[src/rtl/spandex_noc_pkg.sv]
// Shared NoC flit layout, message types and coherence-message helpers.
package spandex_noc_pkg;

    // Flit layout
    localparam int unsigned NOC_FLIT_W    = 66;
    localparam int unsigned NOC_PAYLOAD_W = 64;
    localparam int unsigned FLIT_HEAD_BIT = 65;
    localparam int unsigned FLIT_TAIL_BIT = 64;

    // HDR0 field offsets within the payload
    localparam int unsigned HDR_MSG_LSB   = 60;
    localparam int unsigned HDR_MSG_W     = 4;
    localparam int unsigned HDR_DST_LSB   = 56;
    localparam int unsigned HDR_SRC_LSB   = 52;
    localparam int unsigned HDR_PLANE_BIT = 51;
    localparam int unsigned HDR_MASK_LSB  = 32;
    localparam int unsigned HDR_MASK_W    = 16;

    // Message geometry
    localparam int unsigned NOC_ID_W       = 4;
    localparam int unsigned COH_MSG_W      = 3;
    localparam int unsigned HPROT_W        = 2;
    localparam int unsigned LINE_ADDR_W    = 28;
    localparam int unsigned WORDS_PER_LINE = 4;
    localparam int unsigned WORD_W         = 64;
    localparam int unsigned WORD_IDX_W     = $clog2(WORDS_PER_LINE);

    typedef logic [NOC_ID_W-1:0]                    noc_id_t;
    typedef logic [COH_MSG_W-1:0]                   coh_msg_t;
    typedef logic [HPROT_W-1:0]                     hprot_t;
    typedef logic [LINE_ADDR_W-1:0]                 line_addr_t;
    typedef logic [WORDS_PER_LINE-1:0]              word_mask_t;
    typedef logic [WORD_IDX_W-1:0]                  word_idx_t;
    typedef logic [WORDS_PER_LINE-1:0][WORD_W-1:0]  line_t;
    typedef logic [NOC_FLIT_W-1:0]                  noc_flit_t;

    // Plane tag carried in HDR0
    typedef logic plane_t;
    localparam plane_t PLANE_REQ = 1'b0;
    localparam plane_t PLANE_RSP = 1'b1;

    // Request coherence messages
    localparam coh_msg_t REQ_S      = 3'd0;
    localparam coh_msg_t REQ_O      = 3'd1;
    localparam coh_msg_t REQ_V      = 3'd2;
    localparam coh_msg_t REQ_WT     = 3'd3;
    localparam coh_msg_t REQ_WB     = 3'd4;
    localparam coh_msg_t REQ_O_DATA = 3'd5;
    localparam coh_msg_t REQ_WTdata = 3'd6;
    localparam coh_msg_t REQ_WTFWD  = 3'd7;

    // Response coherence messages
    localparam coh_msg_t RSP_S       = 3'd0;
    localparam coh_msg_t RSP_O       = 3'd1;
    localparam coh_msg_t RSP_V       = 3'd2;
    localparam coh_msg_t RSP_Odata   = 3'd3;
    localparam coh_msg_t RSP_WB_ACK  = 3'd4;
    localparam coh_msg_t RSP_NACK    = 3'd5;
    localparam coh_msg_t RSP_INV_ACK = 3'd6;
    localparam coh_msg_t RSP_RVK_O   = 3'd7;

    typedef struct packed {
        coh_msg_t   coh_msg;
        hprot_t     hprot;
        line_addr_t addr;
        line_t      line;
        word_mask_t word_mask;
    } l2_req_out_t;

    typedef struct packed {
        coh_msg_t   coh_msg;
        noc_id_t    req_id;
        logic       to_req;
        line_addr_t addr;
        line_t      line;
        word_mask_t word_mask;
    } l2_rsp_out_t;

    typedef enum logic [1:0] {
        IDLE = 2'd0,
        HDR0 = 2'd1,
        HDR1 = 2'd2,
        DATA = 2'd3
    } pkt_state_t;

    // Whether a message of this plane/type carries data words after the header.
    function automatic logic msg_has_data(input plane_t plane, input coh_msg_t coh_msg);
        logic has;
        has = 1'b0;
        if (plane == PLANE_RSP) begin
            case (coh_msg)
                RSP_S, RSP_O, RSP_V, RSP_Odata, RSP_WB_ACK: has = 1'b1;
                default:                                    has = 1'b0;
            endcase
        end else begin
            case (coh_msg)
                REQ_WB, REQ_O_DATA, REQ_WTdata: has = 1'b1;
                default:                        has = 1'b0;
            endcase
        end
        return has;
    endfunction

endpackage

[src/rtl/l2_noc_out_packetizer_if.sv]
// L2 outgoing request/response channels plus the NoC output plane.
interface l2_noc_out_packetizer_if;
    import spandex_noc_pkg::*;

    logic        l2_req_out_valid;
    logic        l2_req_out_ready;
    l2_req_out_t l2_req_out;

    logic        l2_rsp_out_valid;
    logic        l2_rsp_out_ready;
    l2_rsp_out_t l2_rsp_out;

    logic        noc_out_valid;
    logic        noc_out_ready;
    noc_flit_t   noc_out_data;

    // L2 / NoC side: produces messages, consumes flits
    modport master (
        output l2_req_out_valid, l2_req_out, l2_rsp_out_valid, l2_rsp_out, noc_out_ready,
        input  l2_req_out_ready, l2_rsp_out_ready, noc_out_valid, noc_out_data
    );

    // Packetizer side
    modport slave (
        input  l2_req_out_valid, l2_req_out, l2_rsp_out_valid, l2_rsp_out, noc_out_ready,
        output l2_req_out_ready, l2_rsp_out_ready, noc_out_valid, noc_out_data
    );
endinterface

[src/rtl/l2_noc_mask_scan.sv]
// Lowest-set-bit priority encoder over a word mask, with a single-bit-left flag.
module l2_noc_mask_scan
    import spandex_noc_pkg::*;
(
    input  word_mask_t mask,
    output word_idx_t  low_idx_c,
    output logic       last_c
);

    // Scan from the top down so the lowest set bit wins; last means exactly one bit set.
    always_comb begin
        low_idx_c = '0;
        for (int i = WORDS_PER_LINE - 1; i >= 0; i--) begin
            if (mask[i]) begin
                low_idx_c = WORD_IDX_W'(i);
            end
        end
        last_c = (mask != '0) && ((mask & (mask - word_mask_t'(1))) == '0);
    end

endmodule

[src/rtl/l2_noc_out_packetizer.sv]
// Arbitrates L2 request/response messages and serializes them into NoC flits.
module l2_noc_out_packetizer
    import spandex_noc_pkg::*;
#(
    parameter noc_id_t     SRC_ID     = noc_id_t'(0),
    parameter int unsigned HOME_BITS  = 2,
    parameter int unsigned STARVE_MAX = 4
) (
    input  logic                     clk,
    input  logic                     rst,
    l2_noc_out_packetizer_if.slave   bus
);

    localparam int unsigned CNT_W = (STARVE_MAX < 1) ? 1 : $clog2(STARVE_MAX + 1);

    pkt_state_t       state_q,  state_d;
    logic             valid_q,  valid_d;
    noc_flit_t        data_q,   data_d;
    line_addr_t       addr_q,   addr_d;
    line_t            line_q,   line_d;
    word_mask_t       rem_q,    rem_d;
    logic [CNT_W-1:0] starve_q, starve_d;

    logic       req_rdy_c;
    logic       rsp_rdy_c;
    logic       grant_c;
    logic       starve_sat_c;
    logic       fire_c;
    word_idx_t  scan_idx_c;
    logic       scan_last_c;

    plane_t     sel_plane_c;
    coh_msg_t   sel_msg_c;
    line_addr_t sel_addr_c;
    line_t      sel_line_c;
    word_mask_t sel_mask_c;
    noc_id_t    sel_dst_c;
    noc_flit_t  hdr0_c;

    // Picks the next word to send out of the remaining mask.
    l2_noc_mask_scan u_scan (
        .mask      (rem_q),
        .low_idx_c (scan_idx_c),
        .last_c    (scan_last_c)
    );

    // Arbitration: responses win unless a waiting request has been starved too long.
    always_comb begin
        starve_sat_c = (starve_q == CNT_W'(STARVE_MAX));
        rsp_rdy_c    = 1'b0;
        req_rdy_c    = 1'b0;
        if (rst && (state_q == IDLE)) begin
            rsp_rdy_c = bus.l2_rsp_out_valid & ~(bus.l2_req_out_valid & starve_sat_c);
            req_rdy_c = bus.l2_req_out_valid & ~rsp_rdy_c;
        end
        grant_c = rsp_rdy_c | req_rdy_c;
        fire_c  = valid_q & bus.noc_out_ready;
    end

    assign bus.l2_req_out_ready = req_rdy_c;
    assign bus.l2_rsp_out_ready = rsp_rdy_c;
    assign bus.noc_out_valid    = valid_q;
    assign bus.noc_out_data     = data_q;

    // Select the granted message and build its HDR0 flit.
    always_comb begin
        if (rsp_rdy_c) begin
            sel_plane_c = PLANE_RSP;
            sel_msg_c   = bus.l2_rsp_out.coh_msg;
            sel_addr_c  = bus.l2_rsp_out.addr;
            sel_line_c  = bus.l2_rsp_out.line;
            sel_mask_c  = bus.l2_rsp_out.word_mask;
            sel_dst_c   = bus.l2_rsp_out.to_req ? bus.l2_rsp_out.req_id
                                                : NOC_ID_W'(bus.l2_rsp_out.addr[HOME_BITS-1:0]);
        end else begin
            sel_plane_c = PLANE_REQ;
            sel_msg_c   = bus.l2_req_out.coh_msg;
            sel_addr_c  = bus.l2_req_out.addr;
            sel_line_c  = bus.l2_req_out.line;
            sel_mask_c  = bus.l2_req_out.word_mask;
            sel_dst_c   = NOC_ID_W'(bus.l2_req_out.addr[HOME_BITS-1:0]);
        end

        hdr0_c                                = '0;
        hdr0_c[FLIT_HEAD_BIT]                 = 1'b1;
        hdr0_c[HDR_MSG_LSB +: HDR_MSG_W]      = HDR_MSG_W'(sel_msg_c);
        hdr0_c[HDR_DST_LSB +: NOC_ID_W]       = sel_dst_c;
        hdr0_c[HDR_SRC_LSB +: NOC_ID_W]       = SRC_ID;
        hdr0_c[HDR_PLANE_BIT]                 = sel_plane_c;
        hdr0_c[HDR_MASK_LSB +: HDR_MASK_W]    = HDR_MASK_W'(sel_mask_c);
    end

    // Packet FSM: capture in IDLE, then HDR0 -> HDR1 -> DATA*, advancing only on a flit handshake.
    always_comb begin
        state_d  = state_q;
        valid_d  = valid_q;
        data_d   = data_q;
        addr_d   = addr_q;
        line_d   = line_q;
        rem_d    = rem_q;
        starve_d = starve_q;

        case (state_q)
            IDLE: begin
                if (grant_c) begin
                    state_d = HDR0;
                    valid_d = 1'b1;
                    data_d  = hdr0_c;
                    addr_d  = sel_addr_c;
                    line_d  = sel_line_c;
                    // Data-less messages still advertise their mask in HDR0 but send no words.
                    rem_d   = msg_has_data(sel_plane_c, sel_msg_c) ? sel_mask_c : '0;
                    if (req_rdy_c || !bus.l2_req_out_valid) begin
                        starve_d = '0;
                    end else if (!starve_sat_c) begin
                        starve_d = starve_q + CNT_W'(1);
                    end
                end
            end
            HDR0: begin
                if (fire_c) begin
                    state_d                = HDR1;
                    data_d                 = '0;
                    data_d[FLIT_TAIL_BIT]  = (rem_q == '0);
                    data_d[NOC_PAYLOAD_W-1:0] = NOC_PAYLOAD_W'(addr_q);
                end
            end
            HDR1, DATA: begin
                if (fire_c) begin
                    if (data_q[FLIT_TAIL_BIT]) begin
                        state_d = IDLE;
                        valid_d = 1'b0;
                        data_d  = '0;
                    end else begin
                        state_d = DATA;
                        data_d  = {1'b0, scan_last_c, line_q[scan_idx_c]};
                        rem_d   = rem_q & ~(word_mask_t'(1) << scan_idx_c);
                    end
                end
            end
            default: begin
                state_d = IDLE;
                valid_d = 1'b0;
            end
        endcase
    end

    // State, flit and buffer registers with synchronous active-low reset.
    always_ff @(posedge clk) begin
        if (!rst) begin
            state_q  <= IDLE;
            valid_q  <= 1'b0;
            data_q   <= '0;
            addr_q   <= '0;
            line_q   <= '0;
            rem_q    <= '0;
            starve_q <= '0;
        end else begin
            state_q  <= state_d;
            valid_q  <= valid_d;
            data_q   <= data_d;
            addr_q   <= addr_d;
            line_q   <= line_d;
            rem_q    <= rem_d;
            starve_q <= starve_d;
        end
    end

endmodule

[src/flat_wrapper.sv]
// flat-port wrapper written by rule: the top's interface ports become plain ports
module l2_noc_out_packetizer_flat import spandex_noc_pkg::*;
#(
    parameter noc_id_t     SRC_ID     = noc_id_t'(0),
    parameter int unsigned HOME_BITS  = 2,
    parameter int unsigned STARVE_MAX = 4
)
  (clk, rst, bus_l2_req_out_valid, bus_l2_req_out, bus_l2_rsp_out_valid, bus_l2_rsp_out, bus_noc_out_ready, bus_l2_req_out_ready, bus_l2_rsp_out_ready, bus_noc_out_valid, bus_noc_out_data);
  l2_noc_out_packetizer_if bus_i ();
  input  logic clk;
  input  logic rst;
  input wire logic [$bits(bus_i.l2_req_out_valid)-1:0] bus_l2_req_out_valid;
  input wire logic [$bits(bus_i.l2_req_out)-1:0] bus_l2_req_out;
  input wire logic [$bits(bus_i.l2_rsp_out_valid)-1:0] bus_l2_rsp_out_valid;
  input wire logic [$bits(bus_i.l2_rsp_out)-1:0] bus_l2_rsp_out;
  input wire logic [$bits(bus_i.noc_out_ready)-1:0] bus_noc_out_ready;
  output wire logic [$bits(bus_i.l2_req_out_ready)-1:0] bus_l2_req_out_ready;
  output wire logic [$bits(bus_i.l2_rsp_out_ready)-1:0] bus_l2_rsp_out_ready;
  output wire logic [$bits(bus_i.noc_out_valid)-1:0] bus_noc_out_valid;
  output wire logic [$bits(bus_i.noc_out_data)-1:0] bus_noc_out_data;
  assign bus_i.l2_req_out_valid = bus_l2_req_out_valid;
  assign bus_i.l2_req_out = bus_l2_req_out;
  assign bus_i.l2_rsp_out_valid = bus_l2_rsp_out_valid;
  assign bus_i.l2_rsp_out = bus_l2_rsp_out;
  assign bus_i.noc_out_ready = bus_noc_out_ready;
  assign bus_l2_req_out_ready = bus_i.l2_req_out_ready;
  assign bus_l2_rsp_out_ready = bus_i.l2_rsp_out_ready;
  assign bus_noc_out_valid = bus_i.noc_out_valid;
  assign bus_noc_out_data = bus_i.noc_out_data;
  l2_noc_out_packetizer #(.SRC_ID(SRC_ID), .HOME_BITS(HOME_BITS), .STARVE_MAX(STARVE_MAX)) u_core (.clk(clk), .rst(rst), .bus(bus_i));
endmodule
[config.mk]
export PLATFORM = sky130hd
export DESIGN_NAME = l2_noc_out_packetizer_flat
export DESIGN_NICKNAME = d
export VERILOG_FILES = /design/src/rtl/spandex_noc_pkg.sv /design/src/rtl/l2_noc_out_packetizer_if.sv /design/src/rtl/l2_noc_mask_scan.sv /design/src/rtl/l2_noc_out_packetizer.sv /design/src/flat_wrapper.sv
export SDC_FILE = /design/constraint.sdc
export NUM_CORES = 1
export LEC_CHECK = 0
export CORE_AREA = 2 2 257 259
export DETAILED_ROUTE_END_ITERATION = 8
export DIE_AREA = 0 0 259 261
export PLACE_DENSITY_LB_ADDON = 0.2
export SLEW_MARGIN = 20
export SYNTH_ARGS = -nofsm -noshare
export SYNTH_HDL_FRONTEND = slang
export SYNTH_SLANG_ARGS = --single-unit
[constraint.sdc]
create_clock -name clk -period 1.88 [get_ports clk]
set_clock_uncertainty 0.15 [all_clocks]
set_input_delay 0.188 -clock clk [delete_from_list [all_inputs] [get_ports clk]]
set_output_delay 0.188 -clock clk [all_outputs]
set_load 0.02 [all_outputs]
[Word level (Yosys, flattened, before mapping)]
Cells that the tools add are included.
Word-level totals
  input port bits: 594
  output and inout bits: 69
  flip-flop bits (word level): 360
Cells by class
  bitwise operators: 10
  multiplexer cells: 41
  reductions and logical operators: 18
  eq/ne operators: 16
  $add $sub $neg: 2
  magnitude comparators: 1
  shift-type cells: 1
Operators with widths (number)
  2-to-1 mux 256 bit: 1
  2-to-1 mux 66 bit: 3
  one-hot mux 66 bit (3 select lines): 1
  binary-select mux 64 bit (select 2 bit): 1
  2-to-1 mux 65 bit: 1
  2-to-1 mux 64 bit: 1
  2-to-1 mux 28 bit: 1
  2-to-1 mux 4 bit: 7
  2-to-1 mux 2 bit: 8
  equality test 3 bit, second input constant: 4
  2-to-1 mux 1 bit: 11
  2-to-1 mux 3 bit: 3
  AND 4 bit: 2
  logical NOT 4 bit: 2
  != test 2 x 1 -> 1 bit, second input constant: 4
  one-hot mux 4 bit (2 select lines): 1
  AND reduction 4 bit: 2
  equality test 3 x 2 -> 1 bit, second input constant: 2
  one-hot mux 2 bit (3 select lines): 1
  AND reduction 3 bit: 2
  OR reduction 5 bit: 1
  AND 1 bit: 4
  equality test 2 bit, second input constant: 2
  != test 2 bit, second input constant: 2
  other kinds (20): 22

[Longest topological paths before layout]
  word-level depth: 15
  gate-level depth with buffers: 9
  mapped depth without buffers: 8

[Hierarchy]
A second synthesis with hierarchy kept.
Second synthesis, totals
  cells, all modules: 1759
  area total of the unflattened synthesis: 16872.4 µm²
By module, submodules not included
  l2_noc_out_packetizer: instances 1, cells each 1750, area each 16811.1 µm², seq. area each 7206.9 µm²
  l2_noc_mask_scan: instances 1, cells each 9, area each 61.3 µm², seq. area each 0.0 µm²

[Least setup slack after synthesis]
Ideal clock, no wire load.
  kind: register -> register
  start point: register u_core.valid_q, in the netlist u_core.bus.noc_out_valid
  end point: register u_core.data_q[27], in the netlist u_core.bus.noc_out_data[27]
  arrival time: 1.609 ns
  clock period less this slack: 1.874 ns
  stages on the path, launching flop included: 8
  data required time: 1.615 ns
  buffers on the path: 3
  path slack: 0.006 ns
  library setup time: 0.115 ns
  cells stage by stage: dfxtp_1 -> clkbuf_1 -> o211ai_1 -> clkbuf_1 -> clkbuf_1 -> a21oi_1 -> o221ai_1 -> and3_1
On the way
  cells in the longest elaborated chain, start to end: 3
  elaborated cells between the ends (all ways): 4
  classes of those cells: 2 x eq/ne; 1 x bitwise; 1 x reduce/logical
Ends and longest elaborated chain
  start, declared: RTL line l2_noc_out_packetizer.sv:17  | logic valid_q, valid_d;
  start signal, assigned: RTL line l2_noc_out_packetizer.sv:160  | valid_q <= valid_d;
  AND 1 bit (*): RTL line l2_noc_out_packetizer.sv:57  | fire_c = valid_q & bus.noc_out_ready;
  != test 2 x 1 -> 1 bit (no line)
  AND reduction 3 bit (no line) (*)
  end signal, assigned: RTL line l2_noc_out_packetizer.sv:161  | data_q <= data_d;
  end, declared: RTL line l2_noc_out_packetizer.sv:18  | noc_flit_t data_q, data_d;
Every way passes the cells marked *; elsewhere a longest branch is shown, timed or not.
A chain may end at the register's enable or synchronous reset.

[Worst setup path after layout]
  start point: register u_core.state_q[1]
  end point: register u_core.line_q[37] (netlist bit)
On the way
  cells in the longest elaborated chain, start to end: 5
  elaborated cells between the ends (all ways): 7
  classes of those cells: 3 x mux; 1 x bitwise; 3 x reduce/logical
Ends and longest elaborated chain
  start, declared: RTL line l2_noc_out_packetizer.sv:16  | pkt_state_t state_q, state_d;
  start signal, assigned: RTL line l2_noc_out_packetizer.sv:159  | state_q <= state_d;
  logical NOT 2 bit (*): RTL line l2_noc_out_packetizer.sv:52, l2_noc_out_packetizer.sv:103
  logical AND 1 bit: RTL line l2_noc_out_packetizer.sv:52  | if (rst && (state_q == IDLE)) begin
  2-to-1 mux 1 bit: RTL line l2_noc_out_packetizer.sv:52
  bitwise OR 1 bit: RTL line l2_noc_out_packetizer.sv:56  | grant_c = rsp_rdy_c | req_rdy_c;
  AND reduction 2 bit (no line)
  end signal, assigned: RTL line l2_noc_out_packetizer.sv:163  | line_q <= line_d;
  end, declared: RTL line l2_noc_out_packetizer.sv:20  | line_t line_q, line_d;
Marks and branches as above.

==> impl_metrics.py <==
metrics = {
    "route": {
        "drc": 0,
        "wirelength_mm": 96.3,
        "vias": 21300,
        "ant_nets": 0,
        "routed_via_density": 5.31,
        "initialDrtViolationCount": 1895,
        "wl_per_cell_um": 24.0,
        "firstDrtPassIters": 6,
    },
    "synth": {
        "synth_cells": 2250,
        "yosys.area.top_type": "dfxtp_1",
        "synth_seq_cells": 360,
        "synth.top_cell.area_share_pct": 42.3,
        "syn_area_um2": 17000,
        "synthTopCellsByArea": "dfxtp_1, nand2_1, a311oi_1",
        "ys_warn_count": 0,
        "synthesis.nets": 2846,
        "synth_ff_type": "dfxtp_1",
        "post-synth-top-count-cell": "nand2_1",
        "ys_seq_area_share_pct": 42.3,
        "avgSynthCellArea_um2": 7.57,
        "ys_types": 42,
        "synth-async-reset-ratio_pct": 0,
        "yosys-top-cells-count": "nand2_1, dfxtp_1, nor2_1",
        "synth_edf_count": 0,
    },
    "timing": {
        "fin_ws_ns": -0.173,
        "timing.final.crit_share_pct": 109,
        "holdWs_ns": 0.0366,
        "hold_viol_final": 0,
        "drv_slew": 0,
        "timing.setup.tns_ns": -25.52,
        "setup_viol": 369,
        "period_needed_ns": 2.05,
        "worst_pin_slew_ns": 0.465,
        "rsz0062_at_grt": "yes",
        "relSlewSlack_pct": 68.6,
        "fmax_ghz": 0.487,
    },
    "floorplan": {
        "initial_core_util_pct": 26.2,
        "dieHeight_um": 261,
        "die_w_um": 259,
        "dieArea_um2": 67600,
        "rows": 94,
        "ios": 663,
        "core_um2": 65000,
    },
    "critical_path": {
        "cp_max_fo": 8,
        "cp.arrival_ns": 2.38,
        "r2r_cells": 10,
        "endpoint_kind": "flip-flop",
        "crit_path_start_kind": "flip-flop",
        "crit_required_ns": 2.20,
        "path_class": "reg -> reg",
    },
    "cts": {
        "cts.sinks": 360,
        "clkSlewWorstSetupHoldPaths_ns": 0.06,
        "insertion_delay_ns": 0.58,
        "cts_max_level": 2,
        "cts_tree": "done",
        "cts_max_path_buffers": 3,
        "cts_root_buf": "clkbuf_16",
        "cts_made_buffers": 44,
    },
    "cells_and_area": {
        "fillerInstances": 5838,
        "nets": 3703,
        "multi_input_area_um2": 11200,
        "area_growth_pct": 96.5,
        "drive_above_1_share_pct": 28.5,
        "fin_cells": 4017,
        "register_area_um2": 7220,
    },
    "placed_design": {
        "place_inst": 3750,
        "post-place-ws_ns": -0.365,
        "io_buffers": 660,
        "dpl.hpwl_mm": 60.7,
        "routabilityCongestion": 0.898,
    },
    "job": {
        "cap_violations": 0,
    },
    "grt": {
        "antenna_found_initial": 15,
        "first_global_vias": 20100,
        "gr-total-overflow": 0,
        "grt_use_total_pct": 24.0,
        "grt_pass1_wl_mm": 124,
        "grt_max_degree": 71,
    },
    "run_status": {
        "failed_checks": "setup timing",
        "status": "finished with violations",
    },
    "power_and_ir_drop": {
        "power.density_nw_per_um2": 764,
        "power_leakage_nw": 13.4,
        "power_mw": 25.6,
        "peakVddDrop_mv": 0.561,
    },
    "min_path": {
        "hp-class": "in -> reg",
        "hold_depth": 3,
    },
}
kinds of logic (layout without fill, tap and decap cells):
| group | Yosys count | count (layout) | synth area share [%] |
|---|---|---|---|
| muxes | 30 | 30 | 1.76 |
| and+or+nand+nor | 1101 | 1101 | 25.1 |
| AOI/OAI and AO/OA | 527 | 527 | 24.4 |
| DFF | 360 | 360 | 42.3 |
| buffers and inverters | 230 | 1122 | 6.24 |
| other | 0 | 11 | 0 |
| adders and majority gates | 2 | 2 | 0.147 |
power breakdown:
group	switching (mW)	leakage, nW	internal [mW]
clock network	3.62	0.795	5.78
logic	3.50	9.63	3.96
registers	0.440	2.97	8.28
cell usage in the layout, fill, tap and decap left out, types with 14 or more instances in the layout:
master	count
buf_6	41
clkdlybuf4s50_1	647
buf_4	149
a311oi_2	172
nand2_2	86
dfxtp_1	352
and3_1	29
nor2_1	295
nand3_1	14
nand2_4	92
nor2_2	21
buf_8	24
a222oi_1	24
buf_16	36
mux2i_1	21
clkbuf_16	95
a21o_1	24
a311oi_1	112
a21oi_1	101
buf_12	75
nand2_1	541
o221ai_1	17
stage by stage:
| step | area (um2) | utilization, % |
|---|---|---|
| 2_1_floorplan | 17000 | - |
| 6_report | 33500 | 51.5 |
| 4_1_cts | 29200 | 44.9 |
| 5_1_grt | 33500 | 51.5 |
| 3_3_place_gp | 25800 | 39.7 |
| 3_5_place_dp | 25800 | 39.7 |
final cells by class:
cell class	instances	share of cell area (%)
antenna	11	0.0822
inverter	6	0.127
sequential	360	21.6
clock buffer	60	3.86
clock inverter	21	0.882
multi-input combinational	1660	33.5
tap	864	3.23
timing repair buffer	1035	36.7
what timing repair did:
action	4_1_cts	5_1_grt
hold buffers	1	0
gates resized for setup	164	583
setup buffers	32	78
pin swaps	86	339
cloned	28	58
endpoints found under the setup margin	412	411
endpoints found under the hold margin	2	0
critical path, cell delays in order (launching register included):
cell and delay, ns:
dfxtp_2 0.33, nor3b_4 0.21, buf_6 0.15, nand3_4 0.12, clkinv_8 0.10, buf_12 0.13, buf_16 0.14, buf_12 0.11
buf_16 0.14, nand2_4 0.05, a311oi_1 0.29
metal layers:
layer	share of wire, %	vias to the layer above	routed length (um)	global-route usage (%)
met5	0.069	-	66	0
met4	3.1	10	2970	7.90
met3	6.6	175	6400	3.52
met2	49	969	46800	41.3
met1	42	10400	40100	30.8
li1	-	9785	-	-
final timing paths:
check / to / start / slack (ns)
worst max-delay path: u_core.line_q[37] / u_core.state_q[1] / -0.17
worst min-delay path: u_core.line_q[174] / bus_l2_req_out[178] / 0.04
worst max register to register: u_core.line_q[37] / u_core.state_q[1] / -0.17
worst min register to register: u_core.bus.noc_out_data[44] / u_core.bus.noc_out_data[44] / 0.30
sequential cells by signal, indices dropped and copies added, names as in the netlist:
name,cells
u_core.line_q,256
u_core.bus.noc_out_valid,1
u_core.starve_q,3
u_core.addr_q,28
u_core.bus.noc_out_data,66
u_core.state_q,2
u_core.rem_q,4
Power figures use the tool's default switching activity.
